--- config.mk ---
export PLATFORM = sky130hd
export DESIGN_NAME = hab_event_logger
export DESIGN_NICKNAME = d
export VERILOG_FILES = /design/src/rtl/hab_event_logger.sv
export SDC_FILE = /design/constraint.sdc
export NUM_CORES = 1
export LEC_CHECK = 0
export CORE_AREA = 2 2 131 133
export CTS_CLUSTER_DIAMETER = 200
export DETAILED_ROUTE_END_ITERATION = 12
export DIE_AREA = 0 0 133 135
export DONT_BUFFER_PORTS = 1
export GPL_ROUTABILITY_DRIVEN = 0
export PLACE_DENSITY = 0.5
export RECOVER_POWER = 50
export SLEW_MARGIN = 10
export SYNTH_ARGS = -nofsm -noshare
export SYNTH_HDL_FRONTEND = slang
export SYNTH_SLANG_ARGS = --single-unit
--- constraint.sdc ---
create_clock -name Clk -period 4 [get_ports Clk]
set_input_delay 0.6 -clock Clk [delete_from_list [all_inputs] [get_ports Clk]]
set_output_delay 0.6 -clock Clk [all_outputs]
set_load 0.01 [all_outputs]
--- src/rtl/hab_event_logger.sv ---
// rtl/hab_event_logger.sv - output-bus event histogram and schedule checker (checker under HAB_LOGGER_CHECK_EN)
module hab_event_logger #(
    parameter int CW = 8
) (
    input  logic          Clk,
    input  logic          Rst,
    input  logic [2:0]    display,
    input  logic [5:0]    act,
    input  logic          clr,
    input  logic          rd_req,
    input  logic [2:0]    rd_sel,
    output logic          rd_valid,
    output logic [CW-1:0] rd_data,
    output logic          round_done,
    output logic          err,
    output logic [3:0]    err_slot
);
    localparam logic [3:0] SLOT_PRIME = 4'd13;
    localparam logic [3:0] SLOT_LAST  = 4'd12;

    logic [3:0]    slot;
    // Entry 0 is never written and reads as zero; entry 7 holds the error count.
    logic [CW-1:0] cnt [8];
    logic          sample_en;
    logic          is_event;
    logic          inc_en;
    logic [2:0]    inc_idx;

    assign sample_en = (slot != SLOT_PRIME) && !clr;
    assign is_event  = (display != 3'd0) && (display != 3'd7);

`ifdef HAB_LOGGER_CHECK_EN
    logic [5:0] pattern;
    logic       slot_ok;
    logic       bad;
    logic       err_en;

    always_comb begin
        pattern = 6'b000000;
        case (display)
            3'd1:    pattern = 6'b100000;
            3'd2:    pattern = 6'b010000;
            3'd3:    pattern = 6'b001000;
            3'd4:    pattern = 6'b000100;
            3'd5:    pattern = 6'b000010;
            3'd6:    pattern = 6'b000001;
            default: pattern = 6'b000000;
        endcase
    end

    always_comb begin
        slot_ok = 1'b0;
        case (slot)
            4'd0, 4'd3, 4'd6, 4'd9: slot_ok = (display == 3'd1);
            4'd1, 4'd5, 4'd10:      slot_ok = (display == 3'd2);
            4'd2, 4'd7, 4'd12:      slot_ok = (display == 3'd3);
            4'd4, 4'd11:            slot_ok = (display == 3'd4);
            4'd8:                   slot_ok = (display == 3'd5) || (display == 3'd6);
            default:                slot_ok = 1'b0;
        endcase
    end

    assign bad     = (display == 3'd7) || (act != pattern) || ((display != 3'd0) && !slot_ok);
    assign err_en  = sample_en && bad;
    assign inc_en  = err_en || (sample_en && is_event);
    assign inc_idx = err_en ? 3'd7 : display;

    always_ff @(posedge Clk) begin
        if (Rst) begin
            err      <= 1'b0;
            err_slot <= 4'd0;
        end else if (clr) begin
            err      <= 1'b0;
            err_slot <= 4'd0;
        end else if (err_en) begin
            err <= 1'b1;
            if (!err)
                err_slot <= slot;
        end
    end
`else
    logic unused_act;

    assign unused_act = ^act;
    assign inc_en     = sample_en && is_event;
    assign inc_idx    = display;
    assign err        = 1'b0;
    assign err_slot   = 4'd0;
`endif

    always_ff @(posedge Clk) begin
        if (Rst) begin
            slot       <= SLOT_PRIME;
            round_done <= 1'b0;
            rd_valid   <= 1'b0;
            rd_data    <= '0;
            for (int i = 0; i < 8; i++)
                cnt[i] <= '0;
        end else begin
            // Priming and the last slot both lead into slot 0.
            slot       <= ((slot == SLOT_PRIME) || (slot == SLOT_LAST)) ? 4'd0 : slot + 4'd1;
            round_done <= (slot == SLOT_LAST);
            rd_valid   <= rd_req;
            if (rd_req)
                rd_data <= cnt[rd_sel];
            if (clr) begin
                for (int i = 0; i < 8; i++)
                    cnt[i] <= '0;
            end else if (inc_en && (cnt[inc_idx] != {CW{1'b1}})) begin
                cnt[inc_idx] <= cnt[inc_idx] + CW'(1);
            end
        end
    end
endmodule

* Word level (Yosys, flattened, before mapping)
Memory sizes are Yosys's and may differ from the RTL's. A register that Yosys moved wholly into a read port is not among the register bits.
Index checks and enable logic that the tools add are counted.
** Operators by class
- Bitwise logic cells :: 8
- Muxes and demuxes :: 21
- Add/sub/neg operators :: 2
- Reduce and logical (&&, ||, !) cells :: 9
- Eq/ne operators :: 5
** Operator list (number)
- $mux 8 :: 9
- $mux 1 :: 10
- $add 8x1->8 const B :: 1
- $eq 4x4->1 const B :: 2
- $ne 8x8->1 const B :: 1
- $or 1x1->1 :: 8
- $reduce_or 8->1 :: 1
- $add 4x1->4 const B :: 1
- $logic_and 1x1->1 :: 4
- $mux 4 :: 1
- $ne 4x4->1 const B :: 1
- $mux 3 :: 1
- $ne 3x3->1 const B :: 1
- $reduce_bool 3->1 :: 1
- $reduce_or 2->1 :: 1
- $logic_not 1->1 :: 1
- $logic_or 1x1->1 :: 1
** Word-level totals
- Bits in registers :: 6
- Memories kept :: 1
- Bits in writable memories :: 64
- Logic and storage cells :: 50
- Input port bits :: 16
** Memories
- cnt :: words 8, width 8, rd ports 2, clocked after memory_dff 1, wr ports 8, RTL line 23 : logic [CW-1:0] cnt [8];

* Logic depth before layout (Yosys ltp)
Gate-level depths: netlist (run 1).
- Depth after elaboration :: 10
- Gate-level depth with buffers :: 12
- Depth with buffers taken out :: 10

* Worst setup path after synthesis (run 1)
Ideal clock, no wire load.
- Path type :: input to register
- From :: input display[1]
- To :: memory cnt[1][0] (enable)
- Arrival time :: 2.552 ns
- Library setup time :: 0.301 ns
- Stages :: 11
- Path buffers :: 1
- Path slack :: 1.147 ns
- Cell sequence :: clkbuf_1 -> nor2b_1 -> a221o_1 -> a21oi_1 -> inv_1 -> ha_1 -> inv_1 -> nor4_2 -> nand4_4 -> nand2b_1 -> nand2_1
** RTL lines
- start: declaration :: RTL line 7 : input logic [2:0] display,
- end: declaration :: RTL line 23

==> results of run 1 <==
==> sequential cells by signal, indices dropped and copies added, names as in the netlist <==
register	flops
cnt	64
rd_data	8
slot	4
rd_valid	1
round_done	1
==> how the worst max path moves through the flow <==
stage,start,endpoint,depth (start not counted)
5_1_grt,clr,cnt[5][7],6
3_3_place_gp,clr,cnt[5][6],6
4_1_cts,clr,cnt[5][7],6
3_5_place_dp,clr,cnt[5][7],6
2_1_floorplan,display[1],cnt[1][0],11
6_report,clr,cnt[5][7],6
==> worst max-delay path, stage by stage <==
cell and delay (ps):
nor2_1 540, inv_1 410, a31oi_4 410, or3b_2 580, nand2b_1 220, nand2_1 340
==> placed cells by master, fill, tap and decap left out, drive strengths merged <==
| cell | instances |
|---|---|
| edfxtp | 64 |
| nor2 | 45 |
| mux4 | 26 |
| conb | 21 |
| nand2 | 20 |
| mux2i | 15 |
| dfxtp | 14 |
| clkbuf | 14 |
| nor3 | 11 |
| inv | 8 |
| nand2b | 8 |
| nand3 | 8 |
| a211oi | 8 |
| a21oi | 7 |
| mux2 | 7 |
| a21o | 5 |
| ha | 4 |
| xnor2 | 4 |
| nor2b | 3 |
| and3 | 3 |
| or2 | 2 |
| o22ai | 2 |
| xor2 | 2 |
| a31oi | 2 |
| nand4 | 2 |
| clkinv | 2 |
| a221o | 1 |
| o221ai | 1 |
| o32ai | 1 |
| nand3b | 1 |
| o2bb2a | 1 |
| a22oi | 1 |
| nor4 | 1 |
| or3b | 1 |
| nor3b | 1 |
| a31o | 1 |
| and4b | 1 |
| and2 | 1 |
| buf | 1 |
==> layer usage <==
layer | up-vias | wire length [um]
met1 | 1141 | 3779
li1 | 1152 | -
met5 | - | 0
met2 | 58 | 4548
met4 | 0 | 119
met3 | 9 | 622
==> stage by stage <==
step | hold slack, ps | utilization | total power, uW | setup slack (ps)
5_1_grt | 303.0 | 0.2799 | 2065 | 706.7
3_5_place_dp | 523.6 | 0.2627 | 1203 | 789.1
4_1_cts | 311.9 | 0.2810 | 2008 | 1143
3_3_place_gp | 518.9 | 0.2627 | 1198 | 810.9
6_report | 325.7 | 0.2799 | 1978 | 879.3
2_1_floorplan | 504.2 | - | 1170 | 1147
==> power by group <==
part / switching, uW / internal, uW / total [uW] / leakage [uW]
Clock: 303 / 494 / 797 / 0.000151
Sequential: 32.6 / 933 / 966 / 0.000815
Combinational: 116 / 99.5 / 215 / 0.000693
==> logic make-up after synthesis <==
family	share of synthesized area
simple gates	0.1347
compound gates	0.05554
other cells	0.0009196
flops	0.5400
mux	0.2037
buf+inv	0.03805
xor+xnor	0.01473
fa+ha+maj	0.01227
==> cell type report <==
type / count / area [sq um] / area share
Clock inverter: 2 / 13.76 / 0.002997
Tap cell: 220 / 275.3 / 0.05995
Clock buffer: 14 / 286.5 / 0.06240
Timing Repair Buffer: 1 / 7.507 / 0.001635
Multi-Input combinational cell: 217 / 1777 / 0.3869
Inverter: 8 / 30.03 / 0.006540
Sequential cell: 78 / 2202 / 0.4796
==> impl_metrics.yaml, run 1 <==
outcome:
  status: "finished, final reports clean"
detailed_routing:
  antenna_left: 0
  drc_errors: 0
  drt_first_pass_iters: 4
  vias: 2360
  drt_iter0_drc: 140
  wire_per_inst_um: 16.80
  avgViaCountPerCell: 4.370
  totalWireLength_um: 9070
clock_network:
  clk_path_buf_depth: 2
  path_clk_slew_ps: 60
  clk-insertion-delay-late_ps: 340
  cts_num_sinks: 78
  cts_buffers: 9
  cts_root_buf: "clkbuf_16"
  cts-htree-levels: 3
  cts_tree: "yes"
  hold_buffers: 0
  postCtsSetupBuffers: 0
  cts_resized: 0
place:
  io_buffers: 0
  dp.cells: 524
  dpl-instance-area_sq_mm: 0.004310
  dp_hpwl_um: 6629
worst_setup_path:
  cp_data_arrival_time_ps: 3110
  path_max_fanout: 9
  worstRegToRegCells: 10
  cp-start-kind: "input pin"
  path_class: "input pin to flip-flop"
  timing.rr.end: "cnt[1][5]"
  reg2reg_slack_ps: 1270
  cp-end-kind: "flip-flop"
  critPathRequiredTime_ps: 3990
  r2r-start: "cnt[0][0]"
grt:
  use_met2: 0.1834
  grtUsageMet3: 0.04542
  grt_pass1_wl_um: 13850
  grt-ovfl-total: 0
  busiest_layer: "met2"
  grt_pass1_vias: 2411
  grt.total_usage: 0.1084
  grt_max_degree: 29
  grtUsageMet1: 0.1268
  antenna_found_initial: 0
floorplan:
  dieHeight_um: 135
  dieArea_sq_mm: 0.01796
  fp-row-count: 47
  ios: 31
  initial_core_util: 0.2485
  fp.dieW_um: 133
  core_area_sq_mm: 0.01641
layout:
  layoutNonFillerInstCount: 540
  final_area_sq_mm: 0.004592
  finalNetCount: 335
  syn_to_final_growth_pct: 12.61
  n_fill_cell: 1682
  drive_gt1_frac: 0.1844
  antenna_cells: 0
yosys:
  synth_edf_count: 64
  synth.avg_cell_area_sq_um: 13.37
  synth_common_cells: "64 x edfxtp_1, 44 x nor2_1, 26 x mux4_2"
  synth_flop_cell: "edfxtp_1"
  ys_async_sr_fraction: 0
  post-synth-top-count-cell: "edfxtp_1"
  ys_types: 49
  synth_area_leaders: "edfxtp_1 47%, mux4_2 14%, dfxtp_1 6.9%"
  netlist_instances: 305
  seq_area_frac_synth: 0.5400
  yosysTopAreaCell: "edfxtp_1"
  synthesis.area_sq_mm: 0.004078
  ys_seq_elements: 78
  ys_warn_count: 0
  synth_top_area_share: 0.4713
sta:
  min_period_ps: 3121
  skew_ps: 6.255
  setup_tns_ps: 0
  hold_viol_final: 0
  slew_headroom: 0.5197
  grt_setup_unrepaired: "false"
  period_share: 0.7802
  maxSlewViolCount: 0
  setup_viol: 0
  worstMarginPinSlew_ps: 717.8
  fmax_mhz: 320.4
min_path:
  hp-start: "Rst"
  min_path_type: "input pin to flip-flop"
  whs_path_depth: 1
  min_to: "rd_valid"
job:
  maxCapViolCount: 0
power:
  p_per_area_mw_per_mm2: 430.8
  p_leak_uw: 0.001659
  irDropWorstVdd_uv: 217.1
No activity file was read; power rests on OpenSTA's default activity.
==> inputs of run 2 (changes only) <==
--- a/config.mk
+++ b/config.mk
@@ -11,7 +11,7 @@
 export DIE_AREA = 0 0 133 135
 export DONT_BUFFER_PORTS = 1
 export GPL_ROUTABILITY_DRIVEN = 0
-export PLACE_DENSITY = 0.5
+export PLACE_DENSITY = 0.51
 export RECOVER_POWER = 50
 export SLEW_MARGIN = 10
 export SYNTH_ARGS = -nofsm -noshare
==> constraint.sdc (replaced) <==
create_clock -name Clk -period 2.51 [get_ports Clk]
set_input_delay 0.3765 -clock Clk [delete_from_list [all_inputs] [get_ports Clk]]
set_output_delay 0.3765 -clock Clk [all_outputs]
set_load 0.01 [all_outputs]
==> run 2 against run 1 <==
Net effect:
- setup slack worse by 820 ps
- core utilization up 1.5 points
- clock skew up 1.2 ps
- largest cell class unchanged
==> impl_metrics.yaml, run 2 (synthesis results as in run 1) <==
clock_network:
  hold_buffers: 0
  cts_root_buf: "clkbuf_16"
  clk-insertion-delay-late_ps: 340
  cts-htree-levels: 3
  clk_path_buf_depth: 2
  path_clk_slew_ps: 60
  cts_num_sinks: 78
  cts_buffers: 9
  cts_tree: "yes"
grt:
  grt_pass1_vias: 2602
  grt-ovfl-total: 0
  grt_max_degree: 29
  grt_pass1_wl_um: 14660
  grt.total_usage: 0.1123
  antenna_found_initial: 0
layout:
  antenna_cells: 0
  reg_top3: "cnt: 64 flops, rd_data: 8 flops, slot: 4 flops"
  final_area_sq_mm: 0.004846
  layoutNonFillerInstCount: 557
  seq_area_sq_mm: 0.002202
  multi_input_area_sq_mm: 0.001883
  largest_register_ffs: 64
  layout_common_cells: "64 x edfxtp_1, 44 x nor2_1, 26 x mux4_2, 21 x conb_1, 17 x buf_4"
  final_common_cell: "edfxtp_1"
  syn_to_final_growth_pct: 18.84
  largest-register: "cnt"
  finalNetCount: 352
  drive_gt1_frac: 0.2908
  n_fill_cell: 1649
worst_setup_path:
  crit_chain: "mux4_2 > mux2_4 > ha_2 > inv_2 > nor3_1 > buf_4 > a31o_1 > a21o_4 > a21oi_2"
  path_class: "flip-flop to flip-flop"
  r2r-start: "cnt[4][1]"
  critical_path.top_delay_family: "multiplexers"
  cp_data_arrival_time_ps: 2630
  path_max_fanout: 6
  crit_buf_inv: 2
  slowest_delay_ps: 490
  cp-start-kind: "flip-flop"
  crit_path_start: "cnt[4][1]"
  slowest_stage: "mux4_2"
  critPathRequiredTime_ps: 2690
  cp-end-kind: "flip-flop"
sta:
  hold_viol_final: 0
  worstMarginPinSlew_ps: 508.5
  period_share: 0.9763
  setup_viol: 0
  fmax_mhz: 408.1
  slew_headroom: 0.6610
  setup_tns_ps: 0
  grt_setup_unrepaired: "true"
  min_period_ps: 2451
  maxSlewViolCount: 0
  skew_ps: 7.417
power:
  irDropWorstVdd_uv: 294.8
  p_per_area_mw_per_mm2: 688.4
  p_leak_uw: 0.001742
  power.total_uw: 3336
floorplan:
  fp.dieW_um: 133
  initial_core_util: 0.2485
  core_area_sq_mm: 0.01641
  dieArea_sq_mm: 0.01796
  ios: 31
  dieHeight_um: 135
  fp-row-count: 47
min_path:
  min_path_type: "input pin to flip-flop"
  hp-start: "Rst"
job:
  maxCapViolCount: 0
detailed_routing:
  antenna_left: 0
  drt_first_pass_iters: 4
  drc_errors: 0
  wire_per_inst_um: 16.95
  vias: 2489
  drt_iter0_drc: 225
  avgViaCountPerCell: 4.469
  totalWireLength_um: 9439
place:
  io_buffers: 0
  dpl-instance-area_sq_mm: 0.004464
  dp.cells: 540
  dp_hpwl_um: 6817
outcome:
  status: "finished, final reports clean"
==> run 2: cell count changes in the layout (fill, tap and decap cells not counted), sizes merged <==
cell	delta
buf	+16
bufinv	+2
clkbuf	-4
clkinv	-1
clkinvlp	+4
==> run 2: what timing repair did <==
action / CTS / global route
endpoints found under the setup margin: 4 / 64
buffers inserted: 0 / 1
endpoints found under the hold margin: 0 / 0
gates resized for setup: 1 / 12
pin swaps: 1 / 1
==> run 2: metal layers <==
layer,vias up,global-route usage,wire [um]
li1,1178,-,-
met1,1246,0.1395,4244
met2,55,0.1776,4410
met3,10,0.04429,647
met4,0,0.04062,137
met5,-,0,0
==> run 2: report_power, final <==
group | switching [uW] | internal (uW)
combinational | 203 | 188
clock | 535 | 871
sequential | 52.4 | 1490
==> run 2: path summary, 6_finish.rpt <==
kind                     end  slack [ps]  cells after the start
hold / removal      rd_valid         100                      1
setup reg to reg   cnt[6][7]          60                      9
setup / recovery   cnt[6][7]          60                      9
hold reg to reg   rd_data[0]         530                      2
==> run 2: metrics by stage <==
stage | util | setup WS [ps] | hold WS [ps]
finish | 0.2954 | 59.45 | 95.82
global route | 0.2954 | -46.57 | 85.82
CTS | 0.2921 | -9.877 | 82.34
detailed placement | 0.2721 | -36.80 | 451.6
global placement | 0.2721 | -10.69 | 449.7
floorplan | - | -25.07 | 448.1
==> run 2: area by class of cell <==
cell class,instances,share of cell area
multi-input combinational,217,0.3886
clock buffer,9,0.04648
inverter,8,0.006197
tap,220,0.05680
timing repair buffer,18,0.02711
clock inverter,7,0.02040
sequential,78,0.4544
